==> src/rtl/rr_arb4_enc.sv <==
// rr_arb4_enc: 4-way round-robin arbiter driving a 2-to-4 one-hot decoder (e = enable, a = select).
// Every grant is followed by at least one idle cycle, so the decoded lines never hop owner-to-owner.
module rr_arb4_enc #(
   parameter int MAX_HOLD = 8
) (
   input  logic       clk,
   input  logic       rst,
   input  logic [3:0] req,
   input  logic       rel,
   output logic       e,
   output logic [1:0] a
);

   typedef enum logic [0:0] {
      IDLE  = 1'b0,
      GRANT = 1'b1
   } state_t;

   localparam logic [7:0] HOLD_LIM = MAX_HOLD[7:0];

   state_t     state_r;
   logic [1:0] ptr_r;
   logic [7:0] hold_cnt_r;

   logic       pick_vld_s;
   logic [1:0] pick_idx_s;
   logic       hold_hit_s;
   logic       end_s;

   // First requester at or after p, searching p, p+1, p+2, p+3 with 2-bit wrap.
   function automatic logic [2:0] rr_pick(input logic [3:0] r, input logic [1:0] p);
      logic [2:0] res;
      logic [1:0] idx;
      res = 3'b000;
      for (int k = 3; k >= 0; k--) begin
         idx = p + 2'(k);
         res = r[idx] ? {1'b1, idx} : res;
      end
      return res;
   endfunction

   // Arbitration choice and grant-termination conditions.
   always_comb begin
      {pick_vld_s, pick_idx_s} = rr_pick(req, ptr_r);
      hold_hit_s = (HOLD_LIM != 8'd0) && (hold_cnt_r == HOLD_LIM);
      end_s      = ~req[a] | rel | hold_hit_s;
   end

   // Arbiter state machine with registered decoder drives.
   always_ff @(posedge clk) begin
      if (rst) begin
         state_r    <= IDLE;
         e          <= 1'b0;
         a          <= 2'b00;
         ptr_r      <= 2'b00;
         hold_cnt_r <= 8'd0;
      end else begin
         case (state_r)
            IDLE: begin
               if (pick_vld_s) begin
                  a          <= pick_idx_s;
                  e          <= 1'b1;
                  hold_cnt_r <= 8'd1;
                  state_r    <= GRANT;
               end else begin
                  e <= 1'b0;
               end
            end
            GRANT: begin
               if (end_s) begin
                  e          <= 1'b0;
                  state_r    <= IDLE;
                  ptr_r      <= a + 2'd1;
                  hold_cnt_r <= 8'd0;
               end else if (hold_cnt_r != 8'd255) begin
                  hold_cnt_r <= hold_cnt_r + 8'd1;
               end else begin
                  hold_cnt_r <= hold_cnt_r;
               end
            end
            default: begin
               state_r    <= IDLE;
               e          <= 1'b0;
               hold_cnt_r <= 8'd0;
            end
         endcase
      end
   end

endmodule

==> config.mk <==
export PLATFORM = sky130hd
export DESIGN_NAME = rr_arb4_enc
export DESIGN_NICKNAME = d
export VERILOG_FILES = /design/src/rtl/rr_arb4_enc.sv
export SDC_FILE = /design/constraint.sdc
export NUM_CORES = 1
export LEC_CHECK = 0
export CAP_MARGIN = 20
export CORE_MARGIN = 3
export CORE_UTILIZATION = 47
export DETAILED_ROUTE_END_ITERATION = 7
export GPL_TIMING_DRIVEN = 0
export PLACE_DENSITY = 0.72
export SYNTH_ARGS = -nofsm -noshare
export SYNTH_HDL_FRONTEND = slang
export SYNTH_SLANG_ARGS = --single-unit
==> constraint.sdc <==
create_clock -name clk -period 1.59 [get_ports clk]
set_clock_uncertainty 0.1 [all_clocks]
set_input_delay 0.159 -clock clk [delete_from_list [all_inputs] [get_ports clk]]
set_output_delay 0.159 -clock clk [all_outputs]
set_load 0.01 [all_outputs]
# After elaboration in Yosys (flattened, before gate mapping)
# Index checks and enable logic that the tools add are counted.
word_totals:
  regBits: 14
  in_bits: 7
  out_inout_bits: 3
  wordCells: 50
op_classes:
  addsub: 5
  magnitude_cmp: 5
  eq_ne: 5
  n_mux: 23
  bitwise_logic: 4
  reduce_logical: 3
ops:
  columns: ["op", "n"]
  rows:
  - ["$mux W8", 3]
  - ["$pmux W8 S2", 1]
  - ["$lt A2 B3 Y1 const B", 5]
  - ["$mux W3", 4]
  - ["$bmux W1 S2", 5]
  - ["$add A8 B1 Y8 const B", 1]
  - ["$eq A8 B4 Y1 const B", 1]
  - ["$mux W1", 8]
  - ["$ne A8 B8 Y1 const B", 1]
  - ["$reduce_and A2 Y1", 3]
  - ["$add A2 B1 Y2 const B", 2]
  - ["$add A2 B2 Y2 const B", 2]
  - ["$pmux W1 S2", 2]
  - ["$ne A3 B1 Y1 const B", 1]
  - ["$ne A2 B1 Y1 const B", 1]
  - ["$ne A2 B2 Y1 const B", 1]
  - ["$not A1 Y1", 2]
  - ["$or A1 B1 Y1", 2]

# Longest topological paths before layout
# Gate-level depths: netlist (run 1).
logic_depth:
  word_depth: 9
  depth_mapped: 7
  depth_no_buf: 7

# Worst setup path before layout (run 1)
# No wires, ideal clock.
synth_path:
  path_type: "reg2reg"
  from: "register a[0]"
  to: "register hold_cnt_r[5]"
  arrival_time_ns: 1.516
  setup_slack_ns: -0.096
  stages_incl_launch_ff: 7
  path_buffers: 1
  path_cell_list: "dfxtp_1 buf_4 mux2i_1 o22a_1 nor3_1 or4_1 a21oi_1"
synth_between:
  elab_chain_len: 7
  elab_cells_between_ends: 9
  cone_classes: "1 x eq/ne; 4 x mux; 3 x bitwise; 1 x reduce/logical"
synth_lines:
  columns: ["item", "line", "rtl"]
  rows:
  - ["start, declared", "11", "output logic [1:0] a"]
  - ["start signal, assigned", "61", "a <= pick_idx_s;"]
  - ["$bmux W1 S2 (*)", "46", "end_s = ~req[a] | rel | hold_hit_s;"]
  - ["$mux W1 (not written as such) (*)", "46", null]
  - ["$not A1 Y1 (*)", "46", null]
  - ["$or A1 B1 Y1 (*) (2 in series)", "46", null]
  - ["$mux W8 or $ne A3 B1 Y1 (tied branches)", null, null]
  - ["$pmux W8 S2 or $reduce_and A2 Y1 (tied branches)", null, null]
  - ["end signal, assigned", "76", "hold_cnt_r <= hold_cnt_r + 8'd1;"]
  - ["end signal, assigned", "78", "hold_cnt_r <= hold_cnt_r;"]
  - ["end, declared", "23", "logic [7:0] hold_cnt_r;"]
# Mark *: on every way between the ends. The rest lies on a longest branch, timed or not. The select of a mux whose other input is x is not followed.
# A chain may end at the register's enable or synchronous reset.

# Worst setup path after layout (run 1)
# Ends and elaborated chain as after synthesis.

==> results of run 1 <==
sequential cells by signal (all words and copies together) (netlist names):
signal,count
hold_cnt_r,8
a,2
ptr_r,2
e,1
state_r,1
power groups by stage:
stage	registers (uW)	clock network, uW	logic (uW)
floorplan	396	0	89.4
global placement	396	0	138
detailed placement	398	0	141
CTS	391	267	180
global route	396	277	218
finish	392	265	202
worst reg2reg max path, delay by kind of cell, from the launching register on:
kind,cells,cell delay (ps)
flops,1,340
compound gates,2,360
simple gates,2,470
buf+inv,1,120
mux,1,260
Yosys cell counts (all sizes together):
cell type / instances
nand2: 9
a211oi: 1
ha: 2
dfxtp: 14
o21ai: 4
nand4: 2
and3: 3
inv: 7
o2111ai: 1
o22a: 1
o22ai: 3
nor2b: 1
or4: 2
nor3: 1
nor2: 6
o31ai: 1
or2: 3
a21o: 1
and2: 1
mux2i: 2
nand2b: 2
xnor2: 3
buf: 2
o221ai: 1
xor2: 2
o211a: 1
a21oi: 15
and4: 1
nor4b: 1
nand3: 6
a211o: 1
nand3b: 1
cells by family after synthesis:
kind of cell               synth area share, %
AOI/OAI and AO/OA                         22.7
xor gates and xnor gates                  5.49
adders and majority gates                 3.13
buffers and inverters                     4.70
DFF                                       35.1
muxes                                     2.51
and+or+nand+nor                           26.3
per-stage QoR:
stage / instances / setup WS [ps]
after floorplan: 101 / 5.70
after CTS: 135 / -90.6
after global placement: 125 / -481
final: 137 / -109
after detailed placement: 125 / -505
after global routing: 137 / -172
path summary, 6_finish.rpt:
| kind | startpoint | to | slack [ps] | cells past startpoint |
|---|---|---|---|---|
| setup / recovery | a[0] | hold_cnt_r[5] | -110 | 6 |
| hold / removal | rst | hold_cnt_r[1] | 160 | 2 |
| setup reg to reg | a[0] | hold_cnt_r[5] | -110 | 6 |
| hold reg to reg | e | e | 380 | 2 |
metal layers:
| layer | wire length (um) | up-vias | part of all wire, % |
|---|---|---|---|
| met1 | 953 | 386 | 46 |
| li1 | - | 407 | - |
| met4 | 5 | 0 | 0.24 |
| met3 | 96 | 2 | 4.7 |
| met5 | 0 | - | 0 |
| met2 | 1000 | 17 | 49 |
repair_timing:
item / 4_1_cts / 5_1_grt
pin swaps: 6 / 6
setup endpoints to repair: 11 / 12
cloned: 0 / 0
gates resized for setup: 17 / 23
hold buffers: 0 / 0
buffers inserted: 6 / 2
layout make-up:
| cell class | count | area share (%) |
|---|---|---|
| buffer | 2 | 1.29 |
| sequential | 14 | 24.7 |
| tap | 16 | 1.72 |
| multi-input combinational | 78 | 54.6 |
| inverter | 7 | 2.26 |
| timing repair buffer | 16 | 12.3 |
| clock buffer | 4 | 3.13 |
==> flow_summary_export.csv, run 1 <==
group,metric,value,unit
place,io_buffers,8,
sta,hold_viol,0,
power_and_ir_drop,p_leak,0.000436,uW
synthesis,synthTopCellsByArea,"dfxtp_1 35%, a21oi_1 9.4%, nand2_1 4.2%, nand3_1 3.8%, inv_1 3.3%",
floorplan,start_util,51.2,%
synthesis,ys_ff_latch,14,
floorplan,die_area,0.00223,sq mm
global_route,gr-usage-met3,9.20,%
power_and_ir_drop,cellInternalPower,611,uW
global_route,grt_pass1_wl,3340,um
floorplan,die_y,47.2,um
critical_path,cp.arrival,1830,ps
sta,fmax,0.589,GHz
critical_path,path_delay_family,"simple AND/OR/NAND/NOR gates",
finish,fin_util,74.5,%
status,status,"finished, violations left",
floorplan,io_pins,10,
clock_tree,cts_tree,"yes",
finish,area_growth,45.5,%
routing,drt_iter0_drc,9,
global_route,busiest_layer,"met2",
clock_tree,clk_latency,280,ps
finish,design_area,0.00116,sq mm
clock_tree,path_clk_slew,90,ps
routing,wl,2060,um
place,gp_congestion,0.842,
sta,setup_ws,-109,ps
finish,drive_above_1_share,37.2,%
critical_path,worst_path_largest_cell_delay,420,ps
global_route,use_met1,24.3,%
status,violations,"setup timing",
finish,antenna_cells,0,
clock_tree,clockBufferDepth,2,
sta,worst_slew_margin_rel,71.0,%
sta,final-setup-viol-count,8,
power_and_ir_drop,p_sw_share,28.9,%
sta,final-max-slew-violation-count,0,
clock_tree,cts.sinks,14,
sta,period_needed,1700,ps
sta,whs,163,ps
synthesis,synth-seq-area-share,35.1,%
global_route,gr-usage-all-layers,21.1,%
power_and_ir_drop,finalPower,859,uW
routing,vias_per_cell,5.93,
clock_tree,root_buffer,"clkbuf_4",
routing,drcViolationCount,0,
power_and_ir_drop,p_comb_share,23.5,%
critical_path,cp_cell_sequence,"buf_6 > mux2i_4 > o22a_1 > nor3_2 > or4_1 > a21oi_2",
critical_path,path_class,"flip-flop to flip-flop",
finish,seqCellArea,287,sq um
critical_path,cp_num_buf_inv,1,
min_path,hold_class,"input pin to flip-flop",
synthesis,synth_top_area_share,35.1,%
power_and_ir_drop,clock_power_share,30.8,%
floorplan,num_rows,14,
synthesis,synth_nets,110,
global_route,grt_max_degree,10,
global_route,grt_antenna_before_repair,0,
critical_path,required,1720,ps
run,drv_cap,0,
synthesis,synthDistinctLibCells,35,
finish,nets,131,
global_route,overflow,0,
sta,rsz0062_at_grt,"true",
routing,firstDrtPassIters,4,
synthesis,ys_warn_count,0,
global_route,grt_pass1_vias,801,
critical_path,cp-start-kind,"flip-flop",
critical_path,cp-end-kind,"flip-flop",
floorplan,fp.dieW,47.2,um
synthesis,yosys.area.top_type,"dfxtp_1",
power_and_ir_drop,peakVddDrop,0.000488,V
synthesis,netlist_instances,101,
sta,finalSetupTns,-415,ps
critical_path,slowest_stage,"or4_1",
synthesis,synth_area_per_cell,7.90,sq um
power_and_ir_drop,pwr_density_cell,740,mW/mm^2
clock_tree,cts_buffers,3,
finish,n_fill_cell,114,
finish,multiInputGateArea,634,sq um
finish,mostFrequentLayoutCells,"9 x nand2_1, 9 x dfxtp_1, 8 x a21oi_1",
critical_path,crit_fanout,3,
global_route,use_met2,35.0,%
routing,final_antenna_net_count,0,
floorplan,core,0.00156,sq mm
sta,min_period_over_period,107,%
sta,worst_pin_slew,435,ps
power_and_ir_drop,p_sw,248,uW
place,dpl-instance-area,913,sq um
clock_tree,htree_levels,1,
place,place_hpwl,1280,um
routing,via_count,812,
synthesis,netlist_area,798,sq um
routing,post_drt_wl_per_cell,15.0,um
power_and_ir_drop,seq_power_share,45.7,%
No activity file was read; power rests on OpenSTA's default activity.
==> run 2, diff against run 1 <==
--- a/config.mk
+++ b/config.mk
@@ -6,7 +6,7 @@
 export NUM_CORES = 1
 export LEC_CHECK = 0
 export CAP_MARGIN = 20
-export CORE_MARGIN = 3
+export CORE_MARGIN = 1
 export CORE_UTILIZATION = 47
 export DETAILED_ROUTE_END_ITERATION = 7
 export GPL_TIMING_DRIVEN = 0
==> flow_summary_export.csv, run 2 (synthesized netlist as in run 1, its figures left out) <==
group,metric,value,unit
routing,wl,2490,um
critical_path,r2r_setup_slack,-180,ps
place,io_buffers,8,
floorplan,die_area,0.00187,sq mm
sta,worst_pin_slew,444,ps
sta,rsz0062_at_grt,"true",
run,drv_cap,0,
finish,largest_reg_flops,8,
sta,hold_viol,0,
finish,antenna_cells,0,
critical_path,path_class,"flip-flop to flip-flop",
min_path,worstHoldPathCells,2,
routing,final_antenna_net_count,0,
finish,drive_above_1_share,37.1,%
floorplan,io_pins,10,
min_path,hold_start,"rst",
floorplan,core,0.00154,sq mm
status,violations,"setup timing",
sta,period_needed,1770,ps
finish,design_area,0.00121,sq mm
min_path,worstHoldEndpoint,"hold_cnt_r[1]",
clock_tree,cts_buffers,3,
clock_tree,clk_latency,290,ps
global_route,overflow,0,
sta,setup_ws,-176,ps
finish,mostFrequentLayoutCells,"11 x a21oi_1, 11 x dfxtp_1, 9 x nand2_1",
critical_path,cp-start-kind,"flip-flop",
power_and_ir_drop,p_leak,0.000464,uW
status,status,"finished, violations left",
floorplan,num_rows,14,
sta,whs,166,ps
place,gp_congestion,0.788,
finish,reg_top3,"hold_cnt_r: 8 flops, a: 2 flops, ptr_r: 2 flops",
sta,fmax,0.566,GHz
place,dpl-instance-area,913,sq um
clock_tree,htree_levels,1,
critical_path,cp-end-kind,"flip-flop",
clock_tree,path_clk_slew,100,ps
clock_tree,hold_buffers,0,
routing,vias_per_cell,6.39,
sta,final-max-slew-violation-count,0,
critical_path,required,1680,ps
place,post-place-ws,-507,ps
critical_path,cp.arrival,1860,ps
critical_path,crit_fanout,5,
place,place_hpwl,1350,um
routing,firstDrtPassIters,4,
floorplan,die_y,43.2,um
clock_tree,cts_tree,"yes",
global_route,gr-usage-all-layers,23.1,%
global_route,grt_max_degree,10,
power_and_ir_drop,peakVddDrop,0.000584,V
finish,top_register,"hold_cnt_r",
floorplan,fp.dieW,43.2,um
power_and_ir_drop,pwr_density_cell,748,mW/mm^2
routing,post_drt_wl_per_cell,17.8,um
critical_path,reg2reg_depth,7,
floorplan,start_util,51.8,%
clock_tree,clockBufferDepth,2,
routing,drcViolationCount,0,
finish,fin_util,78.6,%
sta,min_period_over_period,111,%
routing,via_count,895,
critical_path,r2r_end,"hold_cnt_r[0]",
global_route,grt_pass1_wl,3270,um
routing,drt_iter0_drc,26,
clock_tree,cts.sinks,14,
global_route,grt_antenna_before_repair,0,
clock_tree,root_buffer,"clkbuf_4",
min_path,hold_class,"input pin to flip-flop",
finish,nets,134,
sta,worst_slew_margin_rel,70.4,%
finish,area_growth,51.7,%
critical_path,r2r-start,"a[0]",
sta,final-setup-viol-count,11,
global_route,grt_pass1_vias,778,
power_and_ir_drop,finalPower,906,uW
[run 2: cell types whose count changed in the layout (fill, tap and decap cells not counted), sizes merged]
cell / before / now
buf: 10 / 13
dlygate4sd2: 3 / 2
dlymetal6s2s: 1 / 2
[run 2: layout make-up]
cell class / count / area [sq um]
plain buffers: 2 / 15.0
inverters: 7 / 28.8
well taps: 16 / 20.0
fillers: 98 / 330
clock buffers: 4 / 36.3
repair buffers: 19 / 184
flip-flops and latches: 14 / 287
multi-input cells: 78 / 641
[run 2: per-layer routing]
layer,vias up,global-route usage (%),part of all wire (%)
met5,-,0,0
met4,0,10.9,3.0
met3,10,2.55,6.1
met2,47,38.8,47
met1,426,29.1,43
li1,412,-,-
[run 2: worst max-delay path, stage by stage (launching register included)]
cell	delay, ps
dfxtp_2	340
buf_6	130
mux2i_4	180
buf_6	130
o22ai_4	200
nand3_2	170
nand3b_1	230
a21oi_1	200
[run 2: stage by stage]
step	instances	setup TNS [ps]
global route	140	-1900
CTS	132	-632
floorplan	101	0
global placement	125	-5330
detailed placement	125	-5530
finish	140	-1080
[run 2: where the power goes]
part | total [uW] | internal, uW | switching (uW)
sequential | 394 | 370 | 24.5
combinational | 238 | 126 | 112
clock | 273 | 139 | 134
total | 906 | 635 | 271
[run 2: how the worst max path moves through the flow]
stage / from / end / slack [ps] / cells after the start
6_report: a[0] / hold_cnt_r[0] / -180 / 7
5_1_grt: a[0] / hold_cnt_r[0] / -260 / 7
4_1_cts: a[1] / hold_cnt_r[4] / -100 / 5
3_5_place_dp: req[3] / hold_cnt_r[4] / -510 / 6
3_3_place_gp: req[3] / hold_cnt_r[2] / -480 / 6
2_1_floorplan: a[1] / hold_cnt_r[2] / 6 / 5
[run 2: timing repair]
item	CTS	global route
setup endpoints to repair	11	12
pin swaps	5	10
hold endpoints to repair	0	0
buffers inserted	3	8
cloned	0	0
resized for setup	11	33
